### src/rtl/dit_pkg.sv
// Shared definitions for the dit frame arbiter: input FSM encoding,
// channel tag width and complex-sample width helper.
package dit_pkg;

    typedef enum logic [1:0] {
        IDLE    = 2'd0,
        STREAM0 = 2'd1,
        STREAM1 = 2'd2
    } arb_state_t;

    localparam int unsigned CH_ID_W = 1;

    // Complex sample is {re,im}, each X_WDTH bits.
    function automatic int unsigned cplx_w(input int unsigned x_wdth);
        return 2 * x_wdth;
    endfunction

endpackage

### src/rtl/dit_tag_fifo.sv
// In-order FIFO of channel tags for frames granted but not yet fully output.
// Push and pop in the same cycle are accepted at any occupancy, including full.
module dit_tag_fifo
    import dit_pkg::*;
#(
    parameter int unsigned DEPTH      = 4,
    parameter int unsigned DEPTH_LOG2 = 2
) (
    input  logic                  clk,
    input  logic                  rst_n,
    input  logic                  push,
    input  logic [CH_ID_W-1:0]    push_tag,
    input  logic                  pop,
    output logic [CH_ID_W-1:0]    head,
    output logic [DEPTH_LOG2:0]   count
);

    localparam logic [DEPTH_LOG2:0] FULL_CNT = DEPTH[DEPTH_LOG2:0];

    logic [CH_ID_W-1:0]    mem [DEPTH];
    logic [DEPTH_LOG2-1:0] wr_ptr;
    logic [DEPTH_LOG2-1:0] rd_ptr;
    logic                  empty;
    logic                  full;
    logic                  do_push;
    logic                  do_pop;

    assign empty   = (count == '0);
    assign full    = (count == FULL_CNT);
    assign do_pop  = pop & ~empty;
    // When full, the slot being written is the head being popped this edge.
    assign do_push = push & (~full | do_pop);
    assign head    = empty ? '0 : mem[rd_ptr];

    always_ff @(posedge clk) begin
        if (do_push) begin
            mem[wr_ptr] <= push_tag;
        end
    end

    always_ff @(posedge clk or negedge rst_n) begin
        if (!rst_n) begin
            wr_ptr <= '0;
            rd_ptr <= '0;
            count  <= '0;
        end else begin
            if (do_push) begin
                wr_ptr <= wr_ptr + 1'b1;
            end
            if (do_pop) begin
                rd_ptr <= rd_ptr + 1'b1;
            end
            unique case ({do_push, do_pop})
                2'b10:   count <= count + 1'b1;
                2'b01:   count <= count - 1'b1;
                default: count <= count;
            endcase
        end
    end

endmodule

### src/rtl/dit_frame_arbiter.sv
// Round-robin whole-frame arbiter feeding one dit FFT core from two sources,
// labelling each output frame with its source channel and overflow status.
module dit_frame_arbiter
    import dit_pkg::*;
#(
    parameter int unsigned N                 = 8,
    parameter int unsigned NLOG2             = 3,
    parameter int unsigned X_WDTH            = 32,
    parameter int unsigned MAX_INFLIGHT      = 4,
    parameter int unsigned MAX_INFLIGHT_LOG2 = 2
) (
    input  logic                          clk,
    input  logic                          rst_n,
    input  logic [cplx_w(X_WDTH)-1:0]     ch0_din,
    input  logic                          ch0_valid,
    output logic                          ch0_ready,
    input  logic [cplx_w(X_WDTH)-1:0]     ch1_din,
    input  logic                          ch1_valid,
    output logic                          ch1_ready,
    output logic [cplx_w(X_WDTH)-1:0]     fft_din,
    output logic                          fft_din_nd,
    input  logic [cplx_w(X_WDTH)-1:0]     fft_dout,
    input  logic                          fft_dout_nd,
    input  logic                          fft_overflow,
    output logic [cplx_w(X_WDTH)-1:0]     dout,
    output logic                          dout_nd,
    output logic                          dout_ch,
    output logic                          dout_first,
    output logic                          dout_last,
    output logic                          frame_overflow,
    output logic [MAX_INFLIGHT_LOG2:0]    inflight,
    output logic                          err_orphan
);

    localparam int unsigned                 LAST_I   = N - 1;
    localparam logic [NLOG2-1:0]            LAST_IDX = LAST_I[NLOG2-1:0];
    localparam logic [MAX_INFLIGHT_LOG2:0]  FULL_CNT = MAX_INFLIGHT[MAX_INFLIGHT_LOG2:0];

    arb_state_t                  state;
    arb_state_t                  state_nxt;
    logic [NLOG2-1:0]            in_count;
    logic [NLOG2-1:0]            out_count;
    logic                        last_grant;
    logic                        ovf_acc;
    logic                        hs;
    logic [cplx_w(X_WDTH)-1:0]   hs_din;
    logic                        tag_push;
    logic [CH_ID_W-1:0]          tag_push_ch;
    logic                        tag_pop;
    logic [CH_ID_W-1:0]          tag_head;
    logic [MAX_INFLIGHT_LOG2:0]  tag_count;
    logic                        out_last;

    dit_tag_fifo #(
        .DEPTH      (MAX_INFLIGHT),
        .DEPTH_LOG2 (MAX_INFLIGHT_LOG2)
    ) u_tag_fifo (
        .clk      (clk),
        .rst_n    (rst_n),
        .push     (tag_push),
        .push_tag (tag_push_ch),
        .pop      (tag_pop),
        .head     (tag_head),
        .count    (tag_count)
    );

    assign inflight = tag_count;

    always_comb begin
        state_nxt   = state;
        ch0_ready   = 1'b0;
        ch1_ready   = 1'b0;
        tag_push    = 1'b0;
        tag_push_ch = '0;
        hs          = 1'b0;
        hs_din      = '0;
        unique case (state)
            IDLE: begin
                if ((tag_count != FULL_CNT) && (ch0_valid || ch1_valid)) begin
                    tag_push = 1'b1;
                    // Both requesting: favour the channel not served last.
                    if (ch0_valid && ch1_valid) begin
                        tag_push_ch = ~last_grant;
                    end else begin
                        tag_push_ch = ch1_valid;
                    end
                    state_nxt = tag_push_ch[0] ? STREAM1 : STREAM0;
                end
            end
            STREAM0: begin
                ch0_ready = 1'b1;
                hs        = ch0_valid;
                hs_din    = ch0_din;
            end
            STREAM1: begin
                ch1_ready = 1'b1;
                hs        = ch1_valid;
                hs_din    = ch1_din;
            end
            default: state_nxt = IDLE;
        endcase
        if (hs && (in_count == LAST_IDX)) begin
            state_nxt = IDLE;
        end
    end

    always_ff @(posedge clk or negedge rst_n) begin
        if (!rst_n) begin
            state      <= IDLE;
            in_count   <= '0;
            last_grant <= 1'b1;
            fft_din    <= '0;
            fft_din_nd <= 1'b0;
        end else begin
            state      <= state_nxt;
            fft_din_nd <= hs;
            if (hs) begin
                fft_din  <= hs_din;
                in_count <= in_count + 1'b1;
                if (in_count == LAST_IDX) begin
                    last_grant <= (state == STREAM1);
                end
            end
        end
    end

    assign out_last = (out_count == LAST_IDX);
    assign tag_pop  = fft_dout_nd & out_last & (tag_count != '0);

    always_ff @(posedge clk or negedge rst_n) begin
        if (!rst_n) begin
            dout           <= '0;
            dout_nd        <= 1'b0;
            dout_ch        <= 1'b0;
            dout_first     <= 1'b0;
            dout_last      <= 1'b0;
            frame_overflow <= 1'b0;
            out_count      <= '0;
            ovf_acc        <= 1'b0;
            err_orphan     <= 1'b0;
        end else begin
            dout           <= fft_dout;
            dout_nd        <= fft_dout_nd;
            dout_ch        <= tag_head[0];
            dout_first     <= fft_dout_nd & (out_count == '0);
            dout_last      <= fft_dout_nd & out_last;
            frame_overflow <= fft_dout_nd & out_last & (ovf_acc | fft_overflow);
            if (fft_dout_nd) begin
                out_count <= out_count + 1'b1;
                ovf_acc   <= out_last ? 1'b0 : (ovf_acc | fft_overflow);
                if (tag_count == '0) begin
                    err_orphan <= 1'b1;
                end
            end
        end
    end

endmodule

### config.mk
export PLATFORM = sky130hd
export DESIGN_NAME = dit_frame_arbiter
export DESIGN_NICKNAME = d
export VERILOG_FILES = /design/src/rtl/dit_pkg.sv /design/src/rtl/dit_tag_fifo.sv /design/src/rtl/dit_frame_arbiter.sv
export SDC_FILE = /design/constraint.sdc
export NUM_CORES = 1
export LEC_CHECK = 0
export ABC_AREA = 1
export BUFFER_PORTS_ARGS = -buffer_cell sky130_fd_sc_hd__buf_2
export CORE_MARGIN = 1.5
export CORE_UTILIZATION = 25
export DETAILED_ROUTE_END_ITERATION = 16
export MAX_ROUTING_LAYER = met4
export RECOVER_POWER = 50
export SLEW_MARGIN = 5
export SYNTH_ARGS = -nofsm -noshare
export SYNTH_HDL_FRONTEND = slang
export SYNTH_SLANG_ARGS = --single-unit
### constraint.sdc
create_clock -name clk -period 3.1 [get_ports clk]
set_input_delay 0.155 -clock clk [delete_from_list [all_inputs] [get_ports clk]]
set_output_delay 0.155 -clock clk [all_outputs]
set_load 0.01 [all_outputs]
# Word level (Yosys, flattened, before mapping)
# Memories as Yosys holds them, arrays and structs flattened.
# Index checks and enable logic that the tools add are counted.
# Widths: inputs -> output; s select.
dict set report word_totals {
  mem_bits_rw 4
  out_inout_bits 140
  latch_bits 0
  wordCells 78
  mem_bits_ro 0
  n_memories 1
  register_bits 152
  in_bits 198
}
# name depth word_bits rd rd_clocked_by_memory_dff wr line
set mem_list {}
lappend mem_list {u_tag_fifo.mem 4 1 1 0 1 dit_tag_fifo.sv:20} ;# logic [CH_ID_W-1:0] mem [DEPTH];
dict set report op_classes {
  n_shift 0
  muxes 20
  addsub 6
  n_reduce_logical 13
  div_mod_pow 0
  mul 0
  bitwise_logic 11
  magnitude_cmp 0
  n_eq_ne 10
}
# operator count
set op_table {}
lappend op_table {{$pmux 64 s2} 1}
lappend op_table {{$mux 1} 13}
lappend op_table {{$add 3x1->3 const B} 3}
lappend op_table {{$eq 3x3->1 const B} 3}
lappend op_table {{$and 1x1->1} 6}
lappend op_table {{$logic_not 3->1} 2}
lappend op_table {{$mux 2} 3}
lappend op_table {{$ne 3x3->1 const B} 2}
lappend op_table {{$pmux 3 s2} 1}
lappend op_table {{$reduce_and 2->1} 3}
lappend op_table {{$add 2x1->2 const B} 2}
lappend op_table {{$eq 2x1->1 const B} 2}
lappend op_table {{$eq 2x2->1 const B} 2}
lappend op_table {{$pmux 2 s2} 1}
lappend op_table {{$logic_and 1x1->1} 3}
lappend op_table {{$not 1->1} 3}
lappend op_table {{$reduce_bool 3->1} 1}
lappend op_table {{$sub 3x1->3 const B} 1}
lappend op_table {{$logic_not 2->1} 1}
lappend op_table {{$ne 2x1->1 const B} 1}
lappend op_table {{$or 1x1->1} 2}
lappend op_table {{$pmux 1 s2} 1}
lappend op_table {{$reduce_bool 2->1} 1}
lappend op_table {{$reduce_or 2->1} 1}
lappend op_table {{$logic_or 1x1->1} 1}

# Depth between registers and ports, before layout
# Gate-level depths: netlist of run 1.
dict set report depth {
  depth_word 8
  ltp_mapped 12
  mapped_depth_nobuf 12
}

# Hierarchy
# Synthesis of run 1 repeated with hierarchy kept, for this count alone.
dict set report hier_totals {
  hier_cells 567
  hier_area_um2 5888.1
}
# module cells_per_inst seq_area_each_um2 n_inst area_each_um2
set by_module_without_submodules {}
lappend by_module_without_submodules {dit_frame_arbiter 492 3629.7 1 5247.5}
lappend by_module_without_submodules {dit_tag_fifo 75 295.3 1 640.6}

# Least setup slack after synthesis of run 1
# OpenSTA, ideal clock, no wires.
dict set report synth_timing {
  path_type {register to register}
  start {register out_count[0]}
  end {register u_tag_fifo.count[2]}
  arrival_time_ns 1.802
  setup_time_ns 0.131
  n_path_buf 0
  required_time_ns 2.969
  path_slack_ns 1.167
  synth_period_minus_slack_ns 1.933
  path_stages_with_launch 13
  path_cell_list {dfrtp_1 ha_1 ha_1 nand2_1 inv_1 nand2_1 inv_1 ha_1 inv_1 fa_1 a21oi_1 o21ai_0 xor2_1}
}
dict set report synth_between {
  elab_chain_cells 8
  elab_cells_between_ends 10
  cone_classes {eq/ne (3); mux (1); bitwise (5); reduce/logical (1)}
}
# item line
set synth_lines {}
lappend synth_lines {{from (decl)} dit_frame_arbiter.sv:42} ;# logic [NLOG2-1:0] out_count;
lappend synth_lines {{from (signal assigned)} dit_frame_arbiter.sv:149} ;# out_count <= out_count + 1'b1;
lappend synth_lines {{$eq 3x3->1 *} dit_frame_arbiter.sv:127} ;# assign out_last = (out_count == LAST_IDX);
lappend synth_lines {{$and 1x1->1 * (2 in a row)} dit_frame_arbiter.sv:128} ;# assign tag_pop = fft_dout_nd & out_last & (tag_count != '0);
lappend synth_lines {{$and 1x1->1 *} dit_tag_fifo.sv:30} ;# assign do_pop = pop & ~empty;
lappend synth_lines {{named net u_tag_fifo.do_pop} dit_tag_fifo.sv:26} ;# logic do_pop;
lappend synth_lines {{$or 1x1->1} dit_tag_fifo.sv:32} ;# assign do_push = push & (~full | do_pop);
lappend synth_lines {{$and 1x1->1} dit_tag_fifo.sv:32}
lappend synth_lines {{$eq 2x1->1 / $eq 2x2->1 (equally long branches)} dit_tag_fifo.sv:53} ;# unique case ({do_push, do_pop})
lappend synth_lines {{$pmux 3 s2 / $reduce_bool 2->1 (equally long branches)} --}
lappend synth_lines {{to (signal assigned)} dit_tag_fifo.sv:54} ;# 2'b10: count <= count + 1'b1;
lappend synth_lines {{to (signal assigned)} dit_tag_fifo.sv:55} ;# 2'b01: count <= count - 1'b1;
lappend synth_lines {{to (signal assigned)} dit_tag_fifo.sv:56} ;# default: count <= count;
lappend synth_lines {{to (decl)} dit_tag_fifo.sv:15} ;# output logic [DEPTH_LOG2:0] count
# The timed path passes the listed nets; every way through them passes the cells marked *.
# A chain may end at the register's enable or synchronous reset.

# Worst setup path after layout of run 1
dict set report layout_timing {
  start {input fft_dout_nd}
  end {register u_tag_fifo.count[2]}
}
dict set report layout_between {
  elab_chain_cells 7
  elab_cells_between_ends 9
  cone_classes {eq/ne (2); mux (1); bitwise (5); reduce/logical (1)}
}
# item line
set layout_lines {}
lappend layout_lines {{from (decl)} dit_frame_arbiter.sv:23} ;# input logic fft_dout_nd,
lappend layout_lines {{$and 1x1->1 * (2 in a row)} dit_frame_arbiter.sv:128}
lappend layout_lines {{$and 1x1->1 *} dit_tag_fifo.sv:30}
lappend layout_lines {{named net u_tag_fifo.do_pop} dit_tag_fifo.sv:26}
lappend layout_lines {{$or 1x1->1} dit_tag_fifo.sv:32}
lappend layout_lines {{$and 1x1->1} dit_tag_fifo.sv:32}
lappend layout_lines {{$eq 2x1->1 / $eq 2x2->1 (equally long branches)} dit_tag_fifo.sv:53}
lappend layout_lines {{$pmux 3 s2 / $reduce_bool 2->1 (equally long branches)} --}
# Marked as above.

==> results of run 1 <==
## kinds of logic (layout without fill, tap and decap cells)
family,count (synthesis),after routing
flops,156,156
fa+ha+maj,14,14
buf+inv,51,464
xor+xnor,6,6
mux,1,1
compound gates,76,76
simple gates,241,241
## registers in the layout (all words and copies together), names as in the netlist, 2 cells and up
register and count:
u_tag_fifo.count 3, u_tag_fifo.mem 4, out_count 3, fft_din 64
u_tag_fifo.wr_ptr 2, dout 64, state 2, u_tag_fifo.rd_ptr 2
in_count 3
## per-layer routing
| layer | up-vias | track usage | part of all wire |
|---|---|---|---|
| li1 | 2566 | - | - |
| met1 | 2430 | 0.156 | 0.40 |
| met2 | 210 | 0.261 | 0.51 |
| met3 | 17 | 0.0352 | 0.066 |
| met4 | 0 | 0.0544 | 0.017 |
| met5 | - | - | 0 |
## timing repair
item / CTS / global route
setup buffers: 0 / 0
hold buffers: 67 / 0
resized for setup: 0 / 0
hold endpoints to repair: 119 / 0
## worst max-delay path by stage
stage | start | end | slack (ns) | cells after the start
finish | fft_dout_nd | u_tag_fifo.count[2] | 0.89 | 12
global route | fft_dout_nd | u_tag_fifo.count[2] | 0.65 | 12
CTS | out_count[0] | u_tag_fifo.count[2] | 0.94 | 12
detailed placement | out_count[0] | u_tag_fifo.count[2] | 0.98 | 12
global placement | out_count[0] | u_tag_fifo.count[2] | 1.03 | 12
floorplan | out_count[0] | u_tag_fifo.count[2] | 1.17 | 12
## worst max-delay path, delay by kind of cell
| family | cells | cell delay (ns) |
|---|---|---|
| compound gates | 2 | 0.28 |
| fa+ha+maj | 2 | 0.53 |
| simple gates | 2 | 0.24 |
| xor+xnor | 1 | 0.15 |
| buf+inv | 5 | 1.14 |
## stage by stage
step	total power, mW	hold slack (ns)
2_1_floorplan	4.70	-0.141
3_3_place_gp	5.75	0.160
3_5_place_dp	5.81	0.161
4_1_cts	7.92	0.0399
5_1_grt	8.33	0.0691
6_report	7.72	0.0629
## power by group through the flow
| stage | clock network, mW | logic [mW] | registers [mW] |
|---|---|---|---|
| global placement | 0 | 2.75 | 2.99 |
| floorplan | 0 | 1.44 | 3.26 |
| CTS | 2.06 | 2.87 | 2.99 |
| global route | 2.13 | 3.13 | 3.08 |
| finish | 1.98 | 2.75 | 2.99 |
| detailed placement | 0 | 2.79 | 3.02 |
## placed cells by master, fill, tap and decap left out, types with 2 or more instances in the layout
master,Yosys,final
dfrtp_1,151,151
ha_1,13,11
ha_2,0,2
o21ai_0,7,7
dlygate4sd3_1,0,67
inv_8,0,2
buf_2,21,236
a22o_1,64,64
nand3_1,3,3
xor2_1,4,4
inv_6,0,4
inv_1,21,21
clkbuf_1,2,102
clkinvlp_4,0,5
nand2_1,28,28
xnor2_1,2,2
buf_12,0,2
buf_4,1,4
edfxtp_1,4,4
nor2_1,207,207
clkbuf_16,0,18
## area by class of cell
type	instances	area [µm²]
clock buffers	20	458
clock inverters	12	100
repair buffers	410	2300
fillers	2386	14400
multi-input cells	338	1800
inverters	22	82.6
well taps	319	399
flip-flops and latches	156	3930
==> results.sh, run 1 <==
export IMPL_async_reset_ff_frac=0.974
export IMPL_worst_setup_path_type="primary input to register"
export IMPL_core_area_um2=23500
export IMPL_dieArea_um2=24800
export IMPL_worst_endpoint_required_ns=3.39
export IMPL_hold_viol=0
export IMPL_area_growth_pct=51.8
export IMPL_grt_pass1_vias=5126
export IMPL_clock_latency_ns=0.42
export IMPL_final_util=0.386
export IMPL_yosysMostFrequentCell="nor2_1"
export IMPL_tightest_slew_ns=1.43
export IMPL_synth_cell_types=28
export IMPL_place_port_buffers=337
export IMPL_syn_cell_area_um2=5970
export IMPL_comb_power_share=0.356
export IMPL_fin_ws_ns=0.888
export IMPL_worstRegToRegCells=12
export IMPL_drc_errors=0
export IMPL_fin_nets=1157
export IMPL_insertedDiodeCount=0
export IMPL_synth_fa_ha_area_frac=0.0306
export IMPL_yosysSeqAreaShare=0.657
export IMPL_max_freq_ghz=0.452
export IMPL_finalSetupViolCount=0
export IMPL_reg2reg_setup_slack_ns=0.92
export IMPL_power_density_nw_per_um2=852
export IMPL_synth_top_area_frac=0.633
export IMPL_crit_path_start_kind="primary input"
export IMPL_place_congestion=0.753
export IMPL_cpMostUsedCell="inv_1"
export IMPL_stdcell_count=1277
export IMPL_hold_class="primary input to register"
export IMPL_synth_avg_cell_area_um2=11.0
export IMPL_leakagePower_nw=4.41
export IMPL_gr_total_overflow=0
export IMPL_initial_utilization=0.254
export IMPL_synth_common_cells="nor2_1, dfrtp_1, a22o_1"
export IMPL_fin_area_um2=9070
export IMPL_cp_max_fo=9
export IMPL_synth_mux_area_frac=0.00189
export IMPL_hpwlAfterDp_um=12100
export IMPL_finalSetupTns_ns=0
export IMPL_routed_via_density=4.09
export IMPL_arrival_ns=2.50
export IMPL_cp_end_kind="register"
export IMPL_maxCapViolCount=0
export IMPL_cts_tree="done"
export IMPL_finalCritPeriodShare=0.713
export IMPL_synth_edf_count=4
export IMPL_postRouteAntennaNets=0
export IMPL_synth_simple_area_share=0.154
export IMPL_swShare=0.364
export IMPL_intPower_mw=4.91
export IMPL_crit_slowest_cell="dlygate4sd3_1"
export IMPL_ys_flop_type="dfrtp_1"
export IMPL_syn_num_nets=757
export IMPL_cts_max_level=4
export IMPL_boundaryPins=338
export IMPL_ys_warn_count=0
export IMPL_cts_clk_slew_worst_paths_ns=0.06
export IMPL_seqPwrFrac=0.387
export IMPL_drt_iter0_drc=173
export IMPL_yosysTopAreaCell="dfrtp_1"
export IMPL_maxSlewViolCount=0
export IMPL_wire_per_inst_um=14.0
export IMPL_grt_start_max_net_pins=71
export IMPL_clk_path_buf_depth=2
export IMPL_grt_pass1_wl_um=26600
export IMPL_grt_usage=0.146
export IMPL_fp_dieH_um=158
export IMPL_worst_r2r_startpoint="out_count[0]"
export IMPL_vias=5223
export IMPL_min_delay_start="ch0_din[19]"
export IMPL_crit_chain="dlygate4sd3_1 > clkbuf_1 > nand2_1 > inv_1 > nand2_1 > inv_1 > ha_1 > inv_1 > fa_1 > a21oi_1 > o21ai_0 > xor2_1"
export IMPL_synth_seq_cells=156
export IMPL_numCtsBuffers=17
export IMPL_rsz0062_at_grt="false"
export IMPL_synth_area_leaders="dfrtp_1, nor2_1, a22o_1, ha_1, edfxtp_1"
export IMPL_placed_area_um2=7970
export IMPL_drive_above_1_share=0.294
export IMPL_p_clk_frac=0.256
export IMPL_pre_cts_ws_ns=0.984
export IMPL_critical_path_max_stage_delay_ns=0.54
export IMPL_synth_xor_xnor_area_share=0.00880
export IMPL_dieWidth_um=158
export IMPL_ctsRootBufferMaster="clkbuf_16"
export IMPL_syn_instance_count=545
export IMPL_antenna_found_initial=0
export IMPL_fin_skew_ns=0.0123
export IMPL_drt_total_wl_um=17900
export IMPL_switchingPower_mw=2.81
export IMPL_status="completed"
export IMPL_hold_end="fft_din[19]"
export IMPL_r2r_end="u_tag_fifo.count[2]"
export IMPL_clock_sinks=156
export IMPL_holdPathStages=4
export IMPL_place_inst=1178
export IMPL_synth_compound_area_frac=0.105
export IMPL_drt_pass1_iter_count=4
export IMPL_finalCriticalPeriod_ns=2.21
export IMPL_slew_headroom=0.0479
export IMPL_vdd_drop_max_v=0.000337
export IMPL_synth_top_family_by_area="simple AND/OR/NAND/NOR gates"
export IMPL_rows=56
Note: power is estimated with default switching activity, not from simulation.
==> run 2, diff against run 1 <==
Settings changed: ABC_AREA 1 to 0.
Clock period 3.1 ns to 1.9 ns, I/O delays scaled along.
==> run 2 against run 1 <==
Synthesized cell count shrank 15%; routed wire length grew 4.0%; total power is 88% higher; core utilization up 2.4 points; cell area increased by 11%; critical path type is now register to register.
==> results.sh, run 2 <==
export IMPL_hold_class="primary input to register"
export IMPL_holdPathStages=3
export IMPL_syn_instance_count=465
export IMPL_rsz0062_at_grt="true"
export IMPL_placed_area_um2=8330
export IMPL_p_clk_frac=0.234
export IMPL_ctsRootBufferMaster="clkbuf_16"
export IMPL_yosysMostFrequentCell="dfrtp_1"
export IMPL_finalCritPeriodShare=0.970
export IMPL_yosysSeqAreaShare=0.622
export IMPL_drt_total_wl_um=18700
export IMPL_comb_power_share=0.420
export IMPL_grtUsageMet2=0.260
export IMPL_gr_total_overflow=0
export IMPL_intPower_mw=8.76
export IMPL_worst_path_buf_inv=1
export IMPL_critical_path_top_delay_family="adder cells"
export IMPL_crit_cells=9
export IMPL_place_inst=1101
export IMPL_synth_compound_area_frac=0.245
export IMPL_power_density_nw_per_um2=1440
export IMPL_fin_area_um2=10100
export IMPL_leakagePower_nw=4.61
export IMPL_cts_tree="done"
export IMPL_numCtsBuffers=17
export IMPL_fp_dieH_um=162
export IMPL_boundaryPins=338
export IMPL_fin_skew_ns=0.0118
export IMPL_use_met1=0.168
export IMPL_synth_mux_area_frac=0.0131
export IMPL_switchingPower_mw=5.75
export IMPL_crit_path_start_kind="register"
export IMPL_grt_start_max_net_pins=67
export IMPL_cts_clk_slew_worst_paths_ns=0.07
export IMPL_grt_busiest_layer="met2"
export IMPL_drt_iter0_drc=350
export IMPL_final_util=0.411
export IMPL_synth_cell_types=40
export IMPL_status="completed"
export IMPL_maxCapViolCount=0
export IMPL_max_freq_ghz=0.542
export IMPL_synth_simple_area_share=0.0175
export IMPL_crit_slowest_cell="dfrtp_1"
export IMPL_finalSetupViolCount=0
export IMPL_antenna_found_initial=0
export IMPL_critical_path_max_stage_delay_ns=0.36
export IMPL_hpwlAfterDp_um=12600
export IMPL_async_reset_ff_frac=0.974
export IMPL_synth_top_area_frac=0.599
export IMPL_ys_flop_type="dfrtp_1"
export IMPL_synth_xor_xnor_area_share=0.0111
export IMPL_layout_common_cells="buf_2, dfrtp_1, dlygate4sd3_1, a22oi_1, a31oi_1"
export IMPL_slew_headroom=0.269
export IMPL_synth_area_leaders="dfrtp_1, a21oi_2, a22oi_1, a31oi_1, ha_1"
export IMPL_clock_sinks=156
export IMPL_cp_max_fo=2
export IMPL_vias=5449
export IMPL_hold_viol=0
export IMPL_crit_chain="ha_2 > ha_4 > o311a_4 > ha_4 > inv_2 > fa_2 > xor2_1 > nor2_1 > xor2_1"
export IMPL_grt_pass1_vias=5501
export IMPL_area_growth_pct=59.8
export IMPL_place_congestion=0.721
export IMPL_cts_max_level=4
export IMPL_place_port_buffers=337
export IMPL_syn_cell_area_um2=6310
export IMPL_syn_num_nets=677
export IMPL_yosysTopAreaCell="dfrtp_1"
export IMPL_ys_warn_count=0
export IMPL_routed_via_density=4.36
export IMPL_clock_latency_ns=0.42
export IMPL_gr_usage_met3=0.0342
export IMPL_grt_pass1_wl_um=29100
export IMPL_seqPwrFrac=0.346
export IMPL_synth_common_cells="dfrtp_1, a22oi_1, a31oi_1"
export IMPL_tightest_slew_ns=1.10
export IMPL_synth_fa_ha_area_frac=0.0290
export IMPL_synth_seq_cells=156
export IMPL_worst_setup_path_type="register to register"
export IMPL_drc_errors=0
export IMPL_worst_endpoint_required_ns=2.24
export IMPL_dieWidth_um=162
export IMPL_final_common_cell="buf_2"
export IMPL_total_power_mw=14.5
export IMPL_rows=57
export IMPL_dieArea_um2=26200
export IMPL_worstRegToRegCells=9
export IMPL_wire_per_inst_um=14.9
export IMPL_cp_end_kind="register"
export IMPL_drive_above_1_share=0.498
export IMPL_swShare=0.396
export IMPL_synth_top_family_by_area="compound AO/OA/AOI/OAI gates"
export IMPL_initial_utilization=0.257
export IMPL_synth_avg_cell_area_um2=13.6
export IMPL_stdcell_count=1250
export IMPL_hold_slack_ns=0.0146
export IMPL_synth_edf_count=4
export IMPL_insertedDiodeCount=0
export IMPL_finalCriticalPeriod_ns=1.84
export IMPL_reg_largest_list="dout x64, fft_din x64, u_tag_fifo.mem x4"
export IMPL_vdd_drop_max_v=0.000659
export IMPL_core_area_um2=24500
export IMPL_arrival_ns=2.18
export IMPL_postRouteAntennaNets=0
export IMPL_fin_nets=1125
export IMPL_grt_usage=0.147
export IMPL_maxSlewViolCount=0
export IMPL_drt_pass1_iter_count=6
export IMPL_clk_path_buf_depth=2
==> run 2: cell count changes in the layout (fill, tap and decap cells not counted), moves of 9 or more <==
| cell | previous run | this run |
|---|---|---|
| a21oi_1 | 1 | 10 |
| a21oi_2 | 0 | 57 |
| a22o_1 | 64 | 0 |
| a22oi_1 | 0 | 64 |
| a31oi_1 | 0 | 60 |
| buf_2 | 236 | 328 |
| clkbuf_1 | 102 | 9 |
| dlygate4sd3_1 | 67 | 116 |
| inv_1 | 21 | 8 |
| nand2_1 | 28 | 6 |
| nor2_1 | 207 | 3 |
==> run 2: kinds of logic (layout without fill, tap and decap cells) <==
kind of cell               count (synthesis)  in the layout
DFF                                      156            156
xor gates and xnor gates                   8              8
buffers and inverters                     55            516
muxes                                      6              6
adders and majority gates                 14             14
and+or+nand+nor                           21             21
AOI/OAI and AO/OA                        205            205
==> run 2: worst reg2reg max path, delay by kind of cell (launching register included) <==
| family | cells | cell delay, ns |
|---|---|---|
| AOI/OAI and AO/OA | 1 | 0.19 |
| xor gates and xnor gates | 2 | 0.28 |
| adders and majority gates | 4 | 0.79 |
| buffers and inverters | 1 | 0.03 |
| DFF | 1 | 0.36 |
| and+or+nand+nor | 1 | 0.11 |
==> run 2: area by class of cell <==
class / instances / area, µm²
clock buffer: 17 / 425
clock inverter: 15 / 174
fill: 2349 / 14500
inverter: 11 / 41.3
multi-input combinational: 254 / 2050
sequential: 156 / 3930
tap: 324 / 405
timing repair buffer: 473 / 3060
==> run 2: per-layer routing <==
layer,up-vias,routed length (µm),part of all wire
met5,-,0,0
met4,0,193,0.010
met3,18,1190,0.064
met2,218,9520,0.51
met1,2568,7750,0.42
li1,2645,-,-
==> run 2: per-stage QoR <==
step | setup TNS (ns) | worst slack [ns]
6_report | 0 | 0.0565
5_1_grt | -2.01 | -0.0686
4_1_cts | 0 | 0.00808
3_5_place_dp | -0.0158 | -0.0158
3_3_place_gp | 0 | 0.0129
2_1_floorplan | -0.00288 | -0.00288
==> run 2: power by group through the flow <==
stage,sequential [mW],clock (mW),combinational (mW)
after floorplan,5.45,0,3.58
after global placement,5.04,0,5.86
after detailed placement,5.07,0,5.97
after CTS,5.02,3.55,6.18
after global routing,5.16,3.68,6.77
final,5.02,3.39,6.10
==> run 2: final timing paths <==
check	start	to	slack [ns]
min	ch0_din[58]	fft_din[58]	0.01
max in group asynchronous	rst_n	dout[57]	0.29
min reg2reg	err_orphan	err_orphan	0.46
min in group asynchronous	rst_n	u_tag_fifo.wr_ptr[1]	0.41
max	out_count[1]	u_tag_fifo.count[2]	0.06
max reg2reg	out_count[1]	u_tag_fifo.count[2]	0.06
==> run 2: repair_timing <==
item	4_1_cts	5_1_grt
pin swaps	2	2
endpoints found under the setup margin	1	2
hold buffers	116	0
buffers inserted	0	1
hold endpoints to repair	213	0
resized for setup	5	5
==> run 3, diff against run 2 <==
Settings changed: CORE_AREA set to 2 2 131 133, CORE_MARGIN 1.5 to unset, CORE_UTILIZATION 25 to unset, DIE_AREA set to 0 0 133 135, PLACE_DENSITY set to 0.73.
==> run 3 against run 2 <==
Final cell count fell by 9.8%; setup slack improved by 0.0010 ns; first-iteration DRC count fell by 17%; non-clock buffer count fell by 24; clock skew fell by 0.0078 ns; hold slack improved by 0.0019 ns; sequential share of layout area rose by 1.6 points; core utilization rose by 18 points; total power fell by 0.90%; clock power fell by 5%; register-to-register slack barely moved; critical endpoint unchanged; largest cell class unchanged.
==> results.sh, run 3 (synthesis results as in run 2) <==
export IMPL_wire_per_inst_um=17.4
export IMPL_grt_pass1_vias=5616
export IMPL_cp_end_kind="register"
export IMPL_initial_utilization=0.384
export IMPL_drc_errors=0
export IMPL_hpwlAfterDp_um=12700
export IMPL_crit_chain="ha_4 > ha_4 > o311a_4 > ha_4 > inv_2 > fa_2 > xor2_1 > nor2_1 > xor2_1"
export IMPL_vdd_drop_max_v=0.00102
export IMPL_clock_sinks=156
export IMPL_cts_max_level=4
export IMPL_drt_iter0_drc=289
export IMPL_drt_total_wl_um=19600
export IMPL_crit_slowest_cell="dfrtp_1"
export IMPL_startpoint="out_count[0]"
export IMPL_final_common_cell="buf_2"
export IMPL_worst_endpoint_required_ns=2.24
export IMPL_crit_path_start_kind="register"
export IMPL_hold_slack_ns=0.0165
export IMPL_cp_max_fo=2
export IMPL_drt_pass1_iter_count=5
export IMPL_switchingPower_mw=5.69
export IMPL_antenna_found_initial=6
export IMPL_clk_path_buf_depth=2
export IMPL_fin_area_um2=9680
export IMPL_area_growth_pct=53.5
export IMPL_fin_skew_ns=0.00407
export IMPL_place_inst=998
export IMPL_ctsRootBufferMaster="clkbuf_16"
export IMPL_max_freq_ghz=0.543
export IMPL_placed_area_um2=8190
export IMPL_drive_above_1_share=0.509
export IMPL_leakagePower_nw=4.48
export IMPL_slew_headroom=0.0526
export IMPL_finalSetupViolCount=0
export IMPL_intPower_mw=8.69
export IMPL_hold_viol=0
export IMPL_postRouteAntennaNets=0
export IMPL_nFillCells=1305
export IMPL_routed_via_density=4.98
export IMPL_swShare=0.396
export IMPL_status="completed"
export IMPL_gr_total_overflow=0
export IMPL_maxSlewViolCount=0
export IMPL_finalCriticalPeriod_ns=1.84
export IMPL_seqPwrFrac=0.352
export IMPL_fp_dieH_um=135
export IMPL_cts_clk_slew_worst_paths_ns=0.07
export IMPL_ff_latch_area_um2=3930
export IMPL_cpMostUsedCell="ha_4"
export IMPL_worst_r2r_startpoint="out_count[0]"
export IMPL_boundaryPins=338
export IMPL_stdcell_count=1127
export IMPL_core_area_um2=16400
export IMPL_fin_nets=1101
export IMPL_final_util=0.590
export IMPL_place_port_buffers=337
export IMPL_layout_common_cells="buf_2, dfrtp_1, dlygate4sd3_1, a22oi_1, a31oi_1"
export IMPL_numCtsBuffers=17
export IMPL_dieWidth_um=133
export IMPL_dieArea_um2=18000
export IMPL_power_density_nw_per_um2=1490
export IMPL_maxCapViolCount=0
export IMPL_place_congestion=0.785
export IMPL_hold_class="primary input to register"
export IMPL_clock_latency_ns=0.41
export IMPL_rows=47
export IMPL_grt_usage=0.222
export IMPL_finalCritPeriodShare=0.970
export IMPL_grt_start_max_net_pins=84
export IMPL_p_clk_frac=0.224
export IMPL_cts_tree="done"
export IMPL_tightest_slew_ns=1.42
export IMPL_vias=5618
export IMPL_arrival_ns=2.18
export IMPL_multiInputGateArea_um2=2060
export IMPL_comb_power_share=0.425
export IMPL_min_delay_start="ch0_din[51]"
export IMPL_grt_pass1_wl_um=29800
export IMPL_total_power_mw=14.4
export IMPL_worst_setup_path_type="register to register"
export IMPL_reg_largest_list="dout x64, fft_din x64, u_tag_fifo.mem x4"
export IMPL_critical_path_max_stage_delay_ns=0.40
## run 3: changes by cell type in the layout (fill, tap and decap cells not counted), sizes merged
cell,previous run,this run
buf,345,344
clkinv,6,4
diode,0,6
clkbuf,29,33
dlygate4sd3,116,89
clkinvlp,2,3
## run 3: worst max-delay path, delay by kind of cell, from the launching register on
| family | cells | cell delay [ns] |
|---|---|---|
| compound gates | 1 | 0.19 |
| xor+xnor | 2 | 0.29 |
| fa+ha+maj | 4 | 0.76 |
| buf+inv | 1 | 0.03 |
| flops | 1 | 0.40 |
| simple gates | 1 | 0.11 |
## run 3: cell type report
cell class	count	share of cell area
sequential	156	0.405
antenna	6	0.00155
multi-input combinational	254	0.212
tap	220	0.0284
timing repair buffer	449	0.290
clock inverter	14	0.0136
clock buffer	17	0.0439
inverter	11	0.00426
## run 3: worst paths after layout
| kind | slack [ns] | cells past startpoint | endpoint |
|---|---|---|---|
| min | 0.02 | 3 | fft_din[51] |
| min in group asynchronous | 0.55 | 2 | fft_din[38] |
| max in group asynchronous | 0.37 | 3 | fft_din[11] |
| min reg2reg | 0.47 | 1 | err_orphan |
| max reg2reg | 0.06 | 9 | u_tag_fifo.count[2] |
| max | 0.06 | 9 | u_tag_fifo.count[2] |
## run 3: power by group through the flow
| stage | logic [mW] | registers [mW] | clock network, mW |
|---|---|---|---|
| detailed placement | 5.88 | 5.06 | 0 |
| CTS | 6.08 | 5.03 | 3.27 |
| floorplan | 3.58 | 5.45 | 0 |
| finish | 6.11 | 5.06 | 3.22 |
| global route | 6.70 | 5.18 | 3.44 |
| global placement | 5.74 | 5.04 | 0 |
## run 3: timing repair
item / 4_1_cts / 5_1_grt
hold buffers: 89 / 0
buffers inserted: 1 / 2
hold endpoints to repair: 136 / 0
resized for setup: 7 / 3
pin swaps: 4 / 4
setup endpoints to repair: 1 / 18
## run 3: through the flow
| step | setup TNS [ns] | worst slack, ns |
|---|---|---|
| 2_1_floorplan | -0.00288 | -0.00288 |
| 6_report | 0 | 0.0575 |
| 3_5_place_dp | -0.0294 | -0.0294 |
| 4_1_cts | 0 | 0.00427 |
| 5_1_grt | -0.00656 | -0.00656 |
| 3_3_place_gp | 0 | 0.0398 |
## run 3: metal layers
metal | global-route usage | vias up | part of all wire
met5 | - | - | 0
met4 | 0.130 | 0 | 0.042
met3 | 0.0492 | 62 | 0.062
met2 | 0.377 | 265 | 0.52
met1 | 0.242 | 2691 | 0.38
li1 | - | 2600 | -
